**src/rtl/pixel_scan_ctrl_pkg.sv**
```systemverilog
// Shared definitions for the raster-scan controller: controller states,
// coordinate width and the sideband record that travels with every pixel.
package pixel_scan_ctrl_pkg;

    localparam int COORD_W = 16;

    // Controller states, kept as plain constants for older tooling.
    localparam logic [1:0] ST_IDLE  = 2'd0;
    localparam logic [1:0] ST_ISSUE = 2'd1;
    localparam logic [1:0] ST_DRAIN = 2'd2;
    localparam logic [1:0] ST_DONE  = 2'd3;

    // Sideband part of a pixel beat. The pixel value itself has a
    // parameterised width, so it is concatenated on top of this record
    // ({data, meta}) where the beat is built.
    typedef struct packed {
        logic [COORD_W-1:0] x;
        logic [COORD_W-1:0] y;
        logic               sof;
        logic               eol;
        logic               eof;
    } pix_meta_t;

    localparam int META_W = $bits(pix_meta_t);

    // Builds the sideband record for coordinate (x, y) of a frame whose
    // last column / last row indices are x_last / y_last.
    function automatic pix_meta_t make_meta(
        input logic [COORD_W-1:0] x,
        input logic [COORD_W-1:0] y,
        input logic [COORD_W-1:0] x_last,
        input logic [COORD_W-1:0] y_last
    );
        pix_meta_t m;
        m.x   = x;
        m.y   = y;
        m.sof = (x == '0) && (y == '0);
        m.eol = (x == x_last);
        m.eof = (x == x_last) && (y == y_last);
        return m;
    endfunction

endpackage

```
**src/rtl/pixel_scan_ctrl_fifo.sv**
```systemverilog
// Two-entry fall-through valid/ready FIFO. When empty, an incoming beat is
// presented on the read side in the same cycle, so a read issued to a
// 1-cycle ROM reaches the consumer one cycle after the request.
module pix_skid_fifo #(
    parameter int W = 8
) (
    input  logic         clk,
    input  logic         rst,
    input  logic         wr_valid,
    input  logic [W-1:0] wr_data,
    output logic         rd_valid,
    input  logic         rd_ready,
    output logic [W-1:0] rd_data,
    output logic [1:0]   count
);

    logic [W-1:0] mem_reg [2];
    logic         wr_ptr_reg;
    logic         rd_ptr_reg;
    logic [1:0]   count_reg;

    logic stored;
    logic pop;
    logic wr_en;
    logic rd_en;

    // Read side: stored head first, otherwise the beat arriving this cycle.
    always_comb begin
        stored   = (count_reg != 2'd0);
        rd_valid = stored | wr_valid;
        rd_data  = '0;
        if (stored) begin
            rd_data = mem_reg[rd_ptr_reg];
        end else if (wr_valid) begin
            rd_data = wr_data;
        end
        pop   = rd_valid & rd_ready;
        // A beat that passes straight through an empty FIFO is never stored.
        wr_en = wr_valid & ~(~stored & rd_ready);
        rd_en = pop & stored;
    end

    // Storage, pointers and occupancy; write+read together keeps the count.
    always_ff @(posedge clk or negedge rst) begin
        if (!rst) begin
            for (int i = 0; i < 2; i++) begin
                mem_reg[i] <= '0;
            end
            wr_ptr_reg <= 1'b0;
            rd_ptr_reg <= 1'b0;
            count_reg  <= 2'd0;
        end else begin
            if (wr_en) begin
                mem_reg[wr_ptr_reg] <= wr_data;
                wr_ptr_reg          <= ~wr_ptr_reg;
            end
            if (rd_en) begin
                rd_ptr_reg <= ~rd_ptr_reg;
            end
            count_reg <= count_reg + {1'b0, wr_en} - {1'b0, rd_en};
        end
    end

    assign count = count_reg;

endmodule

```
**src/rtl/pixel_scan_ctrl.sv**
```systemverilog
// Raster-scan controller: walks the image ROM in raster order, tags each
// pixel with coordinates and frame/line flags, and delivers it over a
// valid/ready stream. At most two reads are ever outstanding (stored in the
// FIFO or still in the ROM pipe), so backpressure never drops a pixel.
module pixel_scan_ctrl
    import pixel_scan_ctrl_pkg::*;
#(
    parameter int ADDR_WIDTH = 17,
    parameter int DATA_WIDTH = 8,
    parameter int IMG_WIDTH  = 145,
    parameter int IMG_HEIGHT = 145,
    parameter int BASE_ADDR  = 0,
    parameter int CONTINUOUS = 0
) (
    input  logic                  clk,
    input  logic                  rst,
    input  logic                  start,
    output logic                  busy,
    output logic                  done,
    output logic                  rom_en,
    output logic [ADDR_WIDTH-1:0] rom_addr,
    input  logic [DATA_WIDTH-1:0] rom_data,
    output logic                  pix_valid,
    input  logic                  pix_ready,
    output logic [DATA_WIDTH-1:0] pix_data,
    output logic [15:0]           pix_x,
    output logic [15:0]           pix_y,
    output logic                  pix_sof,
    output logic                  pix_eol,
    output logic                  pix_eof
);

    localparam logic [COORD_W-1:0]    X_LAST    = COORD_W'(IMG_WIDTH - 1);
    localparam logic [COORD_W-1:0]    Y_LAST    = COORD_W'(IMG_HEIGHT - 1);
    localparam logic [ADDR_WIDTH-1:0] ADDR_BASE = ADDR_WIDTH'(BASE_ADDR);
    localparam int                    PAY_W     = DATA_WIDTH + META_W;

    logic [1:0]            state_reg;
    logic [1:0]            state_next;
    logic [COORD_W-1:0]    ix_reg;
    logic [COORD_W-1:0]    iy_reg;
    logic [ADDR_WIDTH-1:0] addr_reg;
    logic                  inflight_reg;
    pix_meta_t             cap_meta_reg;

    logic [1:0]       fifo_count;
    logic [PAY_W-1:0] fifo_wr_data;
    logic [PAY_W-1:0] fifo_rd_data;
    logic             fifo_rd_valid;
    pix_meta_t        out_meta;

    logic can_issue;
    logic last_issue;
    logic eof_taken;

    // Read issue gating: stored beats plus the one in the ROM pipe stay <= 2.
    always_comb begin
        can_issue  = (fifo_count == 2'd0) ||
                     ((fifo_count == 2'd1) && !inflight_reg);
        rom_en     = (state_reg == ST_ISSUE) && can_issue;
        last_issue = rom_en && (ix_reg == X_LAST) && (iy_reg == Y_LAST);
        eof_taken  = fifo_rd_valid && pix_ready && out_meta.eof;
    end

    // Frame sequencing. The eof handshake is the moment the FIFO empties
    // with nothing left in flight, since eof is the final read of the frame.
    always_comb begin
        state_next = state_reg;
        case (state_reg)
            ST_IDLE:  if (start)      state_next = ST_ISSUE;
            ST_ISSUE: if (last_issue) state_next = ST_DRAIN;
            ST_DRAIN: if (eof_taken)  state_next = ST_DONE;
            ST_DONE:  state_next = ((CONTINUOUS != 0) || start) ? ST_ISSUE : ST_IDLE;
            default:  state_next = ST_IDLE;
        endcase
    end

    // State register.
    always_ff @(posedge clk or negedge rst) begin
        if (!rst) begin
            state_reg <= ST_IDLE;
        end else begin
            state_reg <= state_next;
        end
    end

    // Raster issue counters and running ROM address; they wrap back to the
    // frame origin on the last read so the next frame needs no preload.
    always_ff @(posedge clk or negedge rst) begin
        if (!rst) begin
            ix_reg   <= '0;
            iy_reg   <= '0;
            addr_reg <= ADDR_BASE;
        end else if (rom_en) begin
            if (ix_reg == X_LAST) begin
                ix_reg <= '0;
                if (iy_reg == Y_LAST) begin
                    iy_reg   <= '0;
                    addr_reg <= ADDR_BASE;
                end else begin
                    iy_reg   <= iy_reg + COORD_W'(1);
                    addr_reg <= addr_reg + ADDR_WIDTH'(1);
                end
            end else begin
                ix_reg   <= ix_reg + COORD_W'(1);
                addr_reg <= addr_reg + ADDR_WIDTH'(1);
            end
        end
    end

    // Sideband captured with each read so it lines up with rom_data.
    always_ff @(posedge clk or negedge rst) begin
        if (!rst) begin
            inflight_reg <= 1'b0;
            cap_meta_reg <= '0;
        end else begin
            inflight_reg <= rom_en;
            if (rom_en) begin
                cap_meta_reg <= make_meta(ix_reg, iy_reg, X_LAST, Y_LAST);
            end
        end
    end

    assign fifo_wr_data = {rom_data, cap_meta_reg};

    pix_skid_fifo #(
        .W (PAY_W)
    ) u_fifo (
        .clk      (clk),
        .rst      (rst),
        .wr_valid (inflight_reg),
        .wr_data  (fifo_wr_data),
        .rd_valid (fifo_rd_valid),
        .rd_ready (pix_ready),
        .rd_data  (fifo_rd_data),
        .count    (fifo_count)
    );

    assign out_meta  = fifo_rd_data[META_W-1:0];
    assign pix_valid = fifo_rd_valid;
    assign pix_data  = fifo_rd_data[PAY_W-1 -: DATA_WIDTH];
    assign pix_x     = out_meta.x;
    assign pix_y     = out_meta.y;
    assign pix_sof   = out_meta.sof;
    assign pix_eol   = out_meta.eol;
    assign pix_eof   = out_meta.eof;
    assign rom_addr  = addr_reg;
    assign busy      = (state_reg == ST_ISSUE) || (state_reg == ST_DRAIN);
    assign done      = (state_reg == ST_DONE);

endmodule
```
**config.mk**
```make
export PLATFORM = sky130hd
export DESIGN_NAME = pixel_scan_ctrl
export DESIGN_NICKNAME = d
export VERILOG_FILES = /design/src/rtl/pixel_scan_ctrl_pkg.sv /design/src/rtl/pixel_scan_ctrl_fifo.sv /design/src/rtl/pixel_scan_ctrl.sv
export SDC_FILE = /design/constraint.sdc
export NUM_CORES = 1
export LEC_CHECK = 0
export CORE_UTILIZATION = 64
export DETAILED_ROUTE_END_ITERATION = 7
export DONT_BUFFER_PORTS = 1
export PLACE_DENSITY = 0.8
export SLEW_MARGIN = 0
export SYNTH_ARGS = -nofsm -noshare
export SYNTH_HDL_FRONTEND = slang
export SYNTH_SLANG_ARGS = --single-unit
```
**constraint.sdc**
```tcl
create_clock -name clk -period 2.9 [get_ports clk]
set_input_delay 0.58 -clock clk [delete_from_list [all_inputs] [get_ports clk]]
set_output_delay 0.58 -clock clk [all_outputs]
set_load 0.01 [all_outputs]
```
Yosys cells after proc, flatten, opt, wreduce, memory -nomap -nowiden
Cells that the tools add are included.
Widths: inputs -> output; s select.
- flip-flop bits (word level): 177
- output and inout port bits: 64
- logic and storage cells: 79
- add/subtract/negate cells: 5
- reductions and logical operators: 19
- muxes and demuxes: 17
- magnitude comparators: 3
- equal/unequal tests: 9
- bitwise operators: 11
- operators by type and width (cell ; number):
    $mux 43 ; 6
    $bwmux 86 ; 1
    $demux 43 s1 ; 1
    $mux 17 ; 2
    $add 16x1->16 const B ; 2
    $eq 16x8->1 const B ; 2
    $logic_not 16->1 ; 2
    $mux 16 ; 2
    $add 17x1->17 const B ; 1
    $logic_and 1x1->1 ; 9
    $pmux 2 s4 ; 1
    $mux 2 ; 3
    $ne 2x2->1 const B ; 3
    $and 1x1->1 ; 4
    $eq 2x1->1 const B ; 2
    $eq 2x2->1 const B ; 2
    $ge 2x2->1 const B ; 2
    $logic_not 2->1 ; 2
    $not 1->1 ; 4
    $not 1->2 ; 2
    $reduce_and 3->1 ; 1
    $add 2x1->2 ; 1
    $logic_or 1x1->1 ; 2
    $lt 2x1->1 const B ; 1
    6 further kinds ; 6

Logic depth before layout (Yosys ltp)
Gate-level depths: netlist of run 1.
- depth after elaboration: 8
- mapped depth: 9
- mapped depth without buffers: 8

Modules after synthesis
Synthesis of run 1 repeated with hierarchy kept, for this count alone.
- cells, all modules: 763
- area total of the unflattened synthesis: 8573.2 um^2
- by module, submodules not included (module ; times used ; sequential area each (um^2) ; area each (um^2) ; cells an instance):
    pix_skid_fifo ; 1 ; 2252.2 ; 4538.1 ; 347
    pixel_scan_ctrl ; 1 ; 2177.1 ; 4035.1 ; 416

Worst setup path after synthesis of run 1
No wires, ideal clock.
- kind: reg2out
- start: register state_reg[1]
- end: output rom_en
- setup slack: 0.444 ns
- arrival time: 1.876 ns
- cell stages (with the launch flop): 8
- cell sequence: dfrtp_1 > inv_1 > ha_1 > nor2b_1 > nand2_1 > inv_1 > clkbuf_1 > clkbuf_1
- word-level cells in the longest chain between the ends: 2
- ends and longest elaborated chain (what ; RTL line ; source):
    start, declared ; pixel_scan_ctrl.sv:38 ; logic [1:0] state_reg;
    start signal, assigned ; pixel_scan_ctrl.sv:83 ; state_reg <= state_next;
    $eq 2x1->1 ; pixel_scan_ctrl.sv:60 ; rom_en = (state_reg == ST_ISSUE) && can_issue;
    $logic_and 1x1->1 ; pixel_scan_ctrl.sv:60 ;
    end, declared ; pixel_scan_ctrl.sv:20 ; output logic rom_en,
Every way passes these cells.

Final worst setup path of run 1
Same ends and word-level chain as after synthesis.

==> results.md, run 1 <==
* Post-synthesis compound-gate area fraction at 0.0651
* Post-DP Area at 8610 um^2
* Final Hold Violating Endpoints at 177
* Row Count at 41
* Adder-cell share of the synthesized area at 0.0179
* Placed wire-length estimate at 11,500 um
* Grt total ovfl at 0
* Layout fillers at 931
* Worst-skew pair later-pin latency at 0.42 ns
* Startpoint types: register
* Post-synthesis sequential area ratio at 0.527
* Multi-input gate area at 3750 um^2
* Core footprint at 12,700 um^2
* Initial antenna violation count at 0
* Worst r2r src: ix_reg[8]$_DFFE_PN0N_
* Layout area overhead at 9.39%
* Post_cts resized at 0
* Port buffer count at 0
* Syn avg cell area at 10.7 um^2
* Unique masters post-synth at 47
* Clock tree buffer depth at 2
* Fin crit share at 0.909
* Cell with the most instances after synthesis: dfrtp_1
* Gr usage total at 0.275
* P_leak at 4.33 nW
* Reg-to-reg slack, setup at 0.27 ns
* Clock Sinks at 177
* Number of flip-flops in the largest register at 86
* 1st-iter DRT viols at 458
* Syn Nets at 812
* Syn Inst Count at 788
* CTS tree: built
* Root buffer cell: clkbuf_16
* Crit path kind: register to output pin
* Routed len/inst at 18.3 um
* Ys Warns at 0
* Worst Tran Pin Value at 0.640 ns
* Post-Synth XOR/XNOR Area at 0.0344
* Pre-antenna DRT Iters at 5
* Crit path from: state_reg[1]$_DFFE_PN0P_
* DR vias at 5,872
* Die X at 117 um
* ANT nets after route at 0
* Status: finished, violations left
* Synth cell count leaders: 177 x dfrtp_1, 116 x nand2_1, 87 x mux2_2, 71 x o21ai_0, 64 x nand3_1
* IR Drop Worst-Case VDD at 0.590 mV
* Critical path endpoint category: output pin
* Post-synth top area share at 0.527
* Max Fclk at 379 MHz
* Starting Density at 0.660
* Register bit total from synthesis at 177
* Die span in y at 117 um
* Post-synth top flop: dfrtp_1
* RSZ-0062 raised after global routing: false
* Number of flops mapped to enable cells by yosys at 0
* Clock slew at reported path FFs at 0.06 ns
* Vias in the first global route at 5,673
* Number of DRC violations after detailed routing at 0
* Largest net degree at the start of global routing at 178
* Largest cells by area after synthesis: dfrtp_1 53%, mux2_2 12%, nand2_1 5.2%
* Die Area at 13,600 um^2
* Final worst slack at 0.263 ns
* Post-synthesis mux area share at 0.169
* Final Critical Period at 2.64 ns
* Max-cap violations at 0
* Worst EP arrival at 2.06 ns
* Clk_skew at 0.00818 ns
* WL final at 17,600 um
* Synth Cell Area at 8400 um^2
* CP max FO at 15
* Vias per inst at 6.11
* Post-Synth Simple-Gate Area at 0.158
* First-pass GRT wire length at 28,500 um
* Setup_tns at 0 ns
* Gpl congestion at 0.832
* Layout cells sized above 1 at 0.183
* Ys async rst share at 1.00
* Final setup violation count at 0
* Final instance area at 9190 um^2
* Total CTS buffers at 17
* Storage cell area at 4430 um^2
* Final max-slew violation count at 0
* I/O Pins at 76
* Post-layout util at 0.722
* PD cells at 845 nW/um^2
* Hold WC Path Type: input port to async pin
* N_diodes at 0
* Yosys top cell by area: dfrtp_1
* H-tree depth at 4
* Max-slew headroom at 0.572
* Fin nets at 800
* Failing checks: negative hold slack
* CP required at 2.32 ns
* Post-placement setup slack at 0.326 ns
* Worst hold slack at -0.150 ns
* Largest family of logic cells by synthesized area: multiplexers
worst max-delay path: stages (launching register included):
cell	delay, ns
dfrtp_1	0.42
inv_1	0.13
ha_1	0.22
nor2b_1	0.28
nand2_1	0.11
inv_1	0.20
buf_4	0.28
path summary, 6_finish.rpt:
path	endpoint	cells after the start
worst max-delay path	rom_en	6
worst min-delay path	u_fifo.mem_reg[58]$_DFFE_PN0P_	0
worst max register to register	rom_addr[8]$_DFFE_PN0N_	5
worst min register to register	ix_reg[15]$_DFFE_PN0N_	1
max in group asynchronous	u_fifo.mem_reg[71]$_DFFE_PN0P_	0
min in group clk	u_fifo.mem_reg[80]$_DFFE_PN0P_	1
cell type report:
class / count / area share
clock inverter: 10 / 0.0120
inverter: 16 / 0.00654
clock buffer: 22 / 0.0505
sequential: 177 / 0.482
tap: 172 / 0.0234
timing repair buffer: 14 / 0.0169
multi-input combinational: 550 / 0.408
placed cells by master (no fill, tap or decap), types with 8 or more instances in the layout:
cell type	count
a21oi_1	9
inv_1	16
xnor2_1	15
nor3_1	12
nand2_1	115
nand2b_1	8
nor2_1	31
dfrtp_1	176
nand4_1	10
xor2_1	18
clkbuf_16	17
buf_4	10
nand3_1	64
mux2_2	87
ha_1	12
mux2i_1	43
o21ai_0	71
power by group:
part,internal [W],total [W],switching (W)
Sequential,0.00283,0.00322,0.000389
Clock,0.00131,0.00221,0.000905
Combinational,0.000911,0.00233,0.00142
layer usage:
| metal | vias up | track usage | share of wire |
|---|---|---|---|
| li1 | 2735 | - | - |
| met1 | 2973 | 0.381 | 0.47 |
| met2 | 142 | 0.441 | 0.48 |
| met3 | 22 | 0.0493 | 0.042 |
| met4 | 0 | 0.0920 | 0.012 |
| met5 | - | 0 | 0 |
per-stage QoR:
step                power (W)  instances  hold WS [ns]
finish                0.00776        961        -0.150
global route          0.00815        961        -0.161
CTS                   0.00780        961        -0.158
detailed placement    0.00559        929         0.288
global placement      0.00546        929         0.289
floorplan             0.00493        788         0.284
cells by family (layout without fill, tap and decap cells):
kind of cell,after synthesis,in the layout
simple gates,275,275
flops,177,177
mux,131,131
compound gates,99,99
buf+inv,61,62
xor+xnor,33,33
fa+ha+maj,12,12
repair_timing:
item,4_1_cts,5_1_grt
buffers inserted,0,0
setup endpoints to repair,0,0
endpoints found under the hold margin,177,177
Note: power is estimated with default switching activity, not from simulation.
==> run 2, diff against run 1 <==
--- a/config.mk
+++ b/config.mk
@@ -10,4 +10,5 @@
 export DONT_BUFFER_PORTS = 1
 export PLACE_DENSITY = 0.8
+export SETUP_SLACK_MARGIN = 0.02
 export SLEW_MARGIN = 0
 export SYNTH_ARGS = -nofsm -noshare
==> constraint.sdc (replaced) <==
create_clock -name clk -period 2.9 [get_ports clk]
set_input_delay 0.435 -clock clk [delete_from_list [all_inputs] [get_ports clk]]
set_output_delay 0.435 -clock clk [all_outputs]
set_load 0.01 [all_outputs]
==> run 2 against run 1 <==
The run still ends with negative hold slack left. Non-clock buffer count is 3 lower. Critical path depth is 1 lower. Maximum frequency is 1.6% higher. Highest routed layer unchanged. Final cell count is 0.62% lower. Largest power group unchanged. Core utilization is 0.81 points lower. Final area is 1.1% lower. Via count is 0.19% higher. Global-route usage is 1.1 points higher. Critical path type is now register to register.
==> results.md, run 2 (synthesis gave the netlist of run 1 again) <==
* Hold WC Path Type: input port to async pin
* CP required at 3.19 ns (+0.87 ns)
* WL final at 18,100 um (+2.9%)
* CP max FO at 14 (-1)
* Number of DRC violations after detailed routing at 0 (unchanged)
* Clock slew at reported path FFs at 0.06 ns (about the same)
* Initial antenna violation count at 0 (unchanged)
* Max-cap violations at 0 (unchanged)
* Routed len/inst at 18.9 um (+3.6%)
* Vias per inst at 6.16 (+0.82%)
* Final setup violation count at 0 (unchanged)
* Fin nets at 797 (-0.38%)
* Status: finished, violations left
* Die X at 117 um (unchanged)
* Grt total ovfl at 0 (unchanged)
* Die Area at 13,600 um^2 (unchanged)
* Total power at 0.00759 W (-2.2%)
* RSZ-0062 raised after global routing: false
* Worst stage delay on the critical path at 0.60 ns (+0.18 ns)
* Critical path endpoint category: register
* Startpoint types: register
* Placed wire-length estimate at 11,300 um (-0.97%)
* CP delay by family, top: simple AND/OR/NAND/NOR gates
* Starting Density at 0.660 (unchanged)
* Commonest non-fill, non-tap cell in the layout: dfrtp_1
* Reg-to-reg slack, setup at 0.30 ns (+0.03 ns)
* Core footprint at 12,700 um^2 (unchanged)
* Layout fillers at 928 (-0.32%)
* Worst EP arrival at 2.88 ns (+0.82 ns)
* Final Hold Violating Endpoints at 177 (unchanged)
* Clock Sinks at 177 (unchanged)
* Layout area overhead at 8.17%
* Setup_tns at 0 ns (unchanged)
* Largest net degree at the start of global routing at 178 (unchanged)
* I/O Pins at 76 (unchanged)
* Number of flip-flops in the largest register at 86 (unchanged)
* Crit path buf inv count at 0 (-3)
* Critical path's slowest cell: or4_4
* Crit path cell chain: or4_4, nor4_2, nand4_1, nor2_2, nor2_1
* Storage cell area at 4430 um^2 (unchanged)
* DR vias at 5,883 (+0.19%)
* Max Fclk at 385 MHz (+1.6%)
* CTS tree: built
* Clk_skew at 0.00732 ns (-0.000863 ns)
* Layout cells sized above 1 at 0.174 (-0.00882)
* Failing checks: negative hold slack
* ANT nets after route at 0 (unchanged)
* Final Critical Period at 2.60 ns (-0.0422 ns)
* Final max-slew violation count at 0 (unchanged)
* 1st-iter DRT viols at 578 (+26%)
* Total CTS buffers at 17 (unchanged)
* Gr usage total at 0.286 (+0.0111)
* PD cells at 836 nW/um^2 (-1.1%)
* Pre-antenna DRT Iters at 8 (+3)
* Max-slew headroom at 0.543 (-0.0291)
* Row Count at 41 (unchanged)
* Crit path kind: register to register
* Multi-input gate area at 3750 um^2 (unchanged)
* Clock tree buffer depth at 2 (unchanged)
* Crit path depth at 5 (-1)
* Die span in y at 117 um (unchanged)
* N_diodes at 0 (unchanged)
* Worst Tran Pin Value at 0.679 ns (+0.0387 ns)
* Fin crit share at 0.895 (-0.0146)
* Root buffer cell: clkbuf_16
* Gpl congestion at 0.888 (+6.7%)
* Vias in the first global route at 5,880 (+3.6%)
* Most frequent cells in the layout: 176 x dfrtp_1, 115 x nand2_1, 87 x mux2_2, 71 x o21ai_0, 64 x nand3_1
* Port buffer count at 0 (unchanged)
* First-pass GRT wire length at 29,400 um (+2.9%)
* Postcts setup bufs at 0 (unchanged)
* RR Endpoint: rom_addr[8]$_DFFE_PN0N_
* Worst hold slack at -0.299 ns (-0.149 ns)
* Crit path from: ix_reg[8]$_DFFE_PN0N_
* IR Drop Worst-Case VDD at 0.648 mV (+9.9%)
* Worst-skew pair later-pin latency at 0.43 ns (about the same)
* Worst r2r src: ix_reg[8]$_DFFE_PN0N_
* P_leak at 4.28 nW (-1.3%)
* H-tree depth at 4 (unchanged)
* R2R cell count at 5 (unchanged)
-- run 2: cell types whose count changed in the layout (fill, tap and decap cells not counted), sizes merged --
cell	change
clkbuf	+1
buf	-3
clkinv	-3
bufinv	-1
-- run 2: power breakdown --
part	switching, W	leakage (nW)	internal, W
Combinational	0.00148	1.64	0.000873
Clock	0.000889	0.253	0.00119
Sequential	0.000337	2.38	0.00283
Total	0.00270	4.28	0.00489
-- run 2: worst max-delay path by stage --
stage	endpoint	slack [ns]
floorplan	rom_en	0.59
global placement	rom_addr[7]$_DFFE_PN0N_	0.47
detailed placement	rom_addr[8]$_DFFE_PN0N_	0.31
CTS	rom_addr[8]$_DFFE_PN0N_	0.33
global route	rom_addr[8]$_DFFE_PN0N_	0.14
finish	rom_addr[8]$_DFFE_PN0N_	0.30
-- run 2: timing repair --
item	CTS	global route
endpoints found under the setup margin	0	0
hold endpoints to repair	177	177
resized for setup	0	0
-- run 2: stage by stage --
stage	hold slack, ns	setup slack, ns	area (um^2)	std cells	util
after detailed placement	0.144	0.307	8560	926	0.673
after CTS	-0.311	0.330	9080	955	0.714
after global placement	0.144	0.467	8560	926	0.673
final	-0.299	0.305	9080	955	0.714
after global routing	-0.317	0.139	9080	955	0.714
after floorplan	0.139	0.589	8400	788	-
-- run 2: per-layer routing --
metal,vias up,global-route usage,share of wire
li1,2709,-,-
met1,2956,0.383,0.44
met2,195,0.462,0.49
met3,23,0.0742,0.060
met4,0,0.0861,0.011
met5,-,0,0
-- run 2: final cells by class --
type	count	area share
Clock buffer	23	0.0504
Timing Repair Buffer	11	0.0118
Tap cell	172	0.0237
Clock inverter	6	0.00675
Sequential cell	177	0.488
Multi-Input combinational cell	550	0.413
Inverter	16	0.00661
==> run 3, diff against run 2 <==
TNS_END_PERCENT = 100   (was not set)
==> results of run 3 <==
Same layout as run 2: the final DEF is identical, and so are final timing and power.
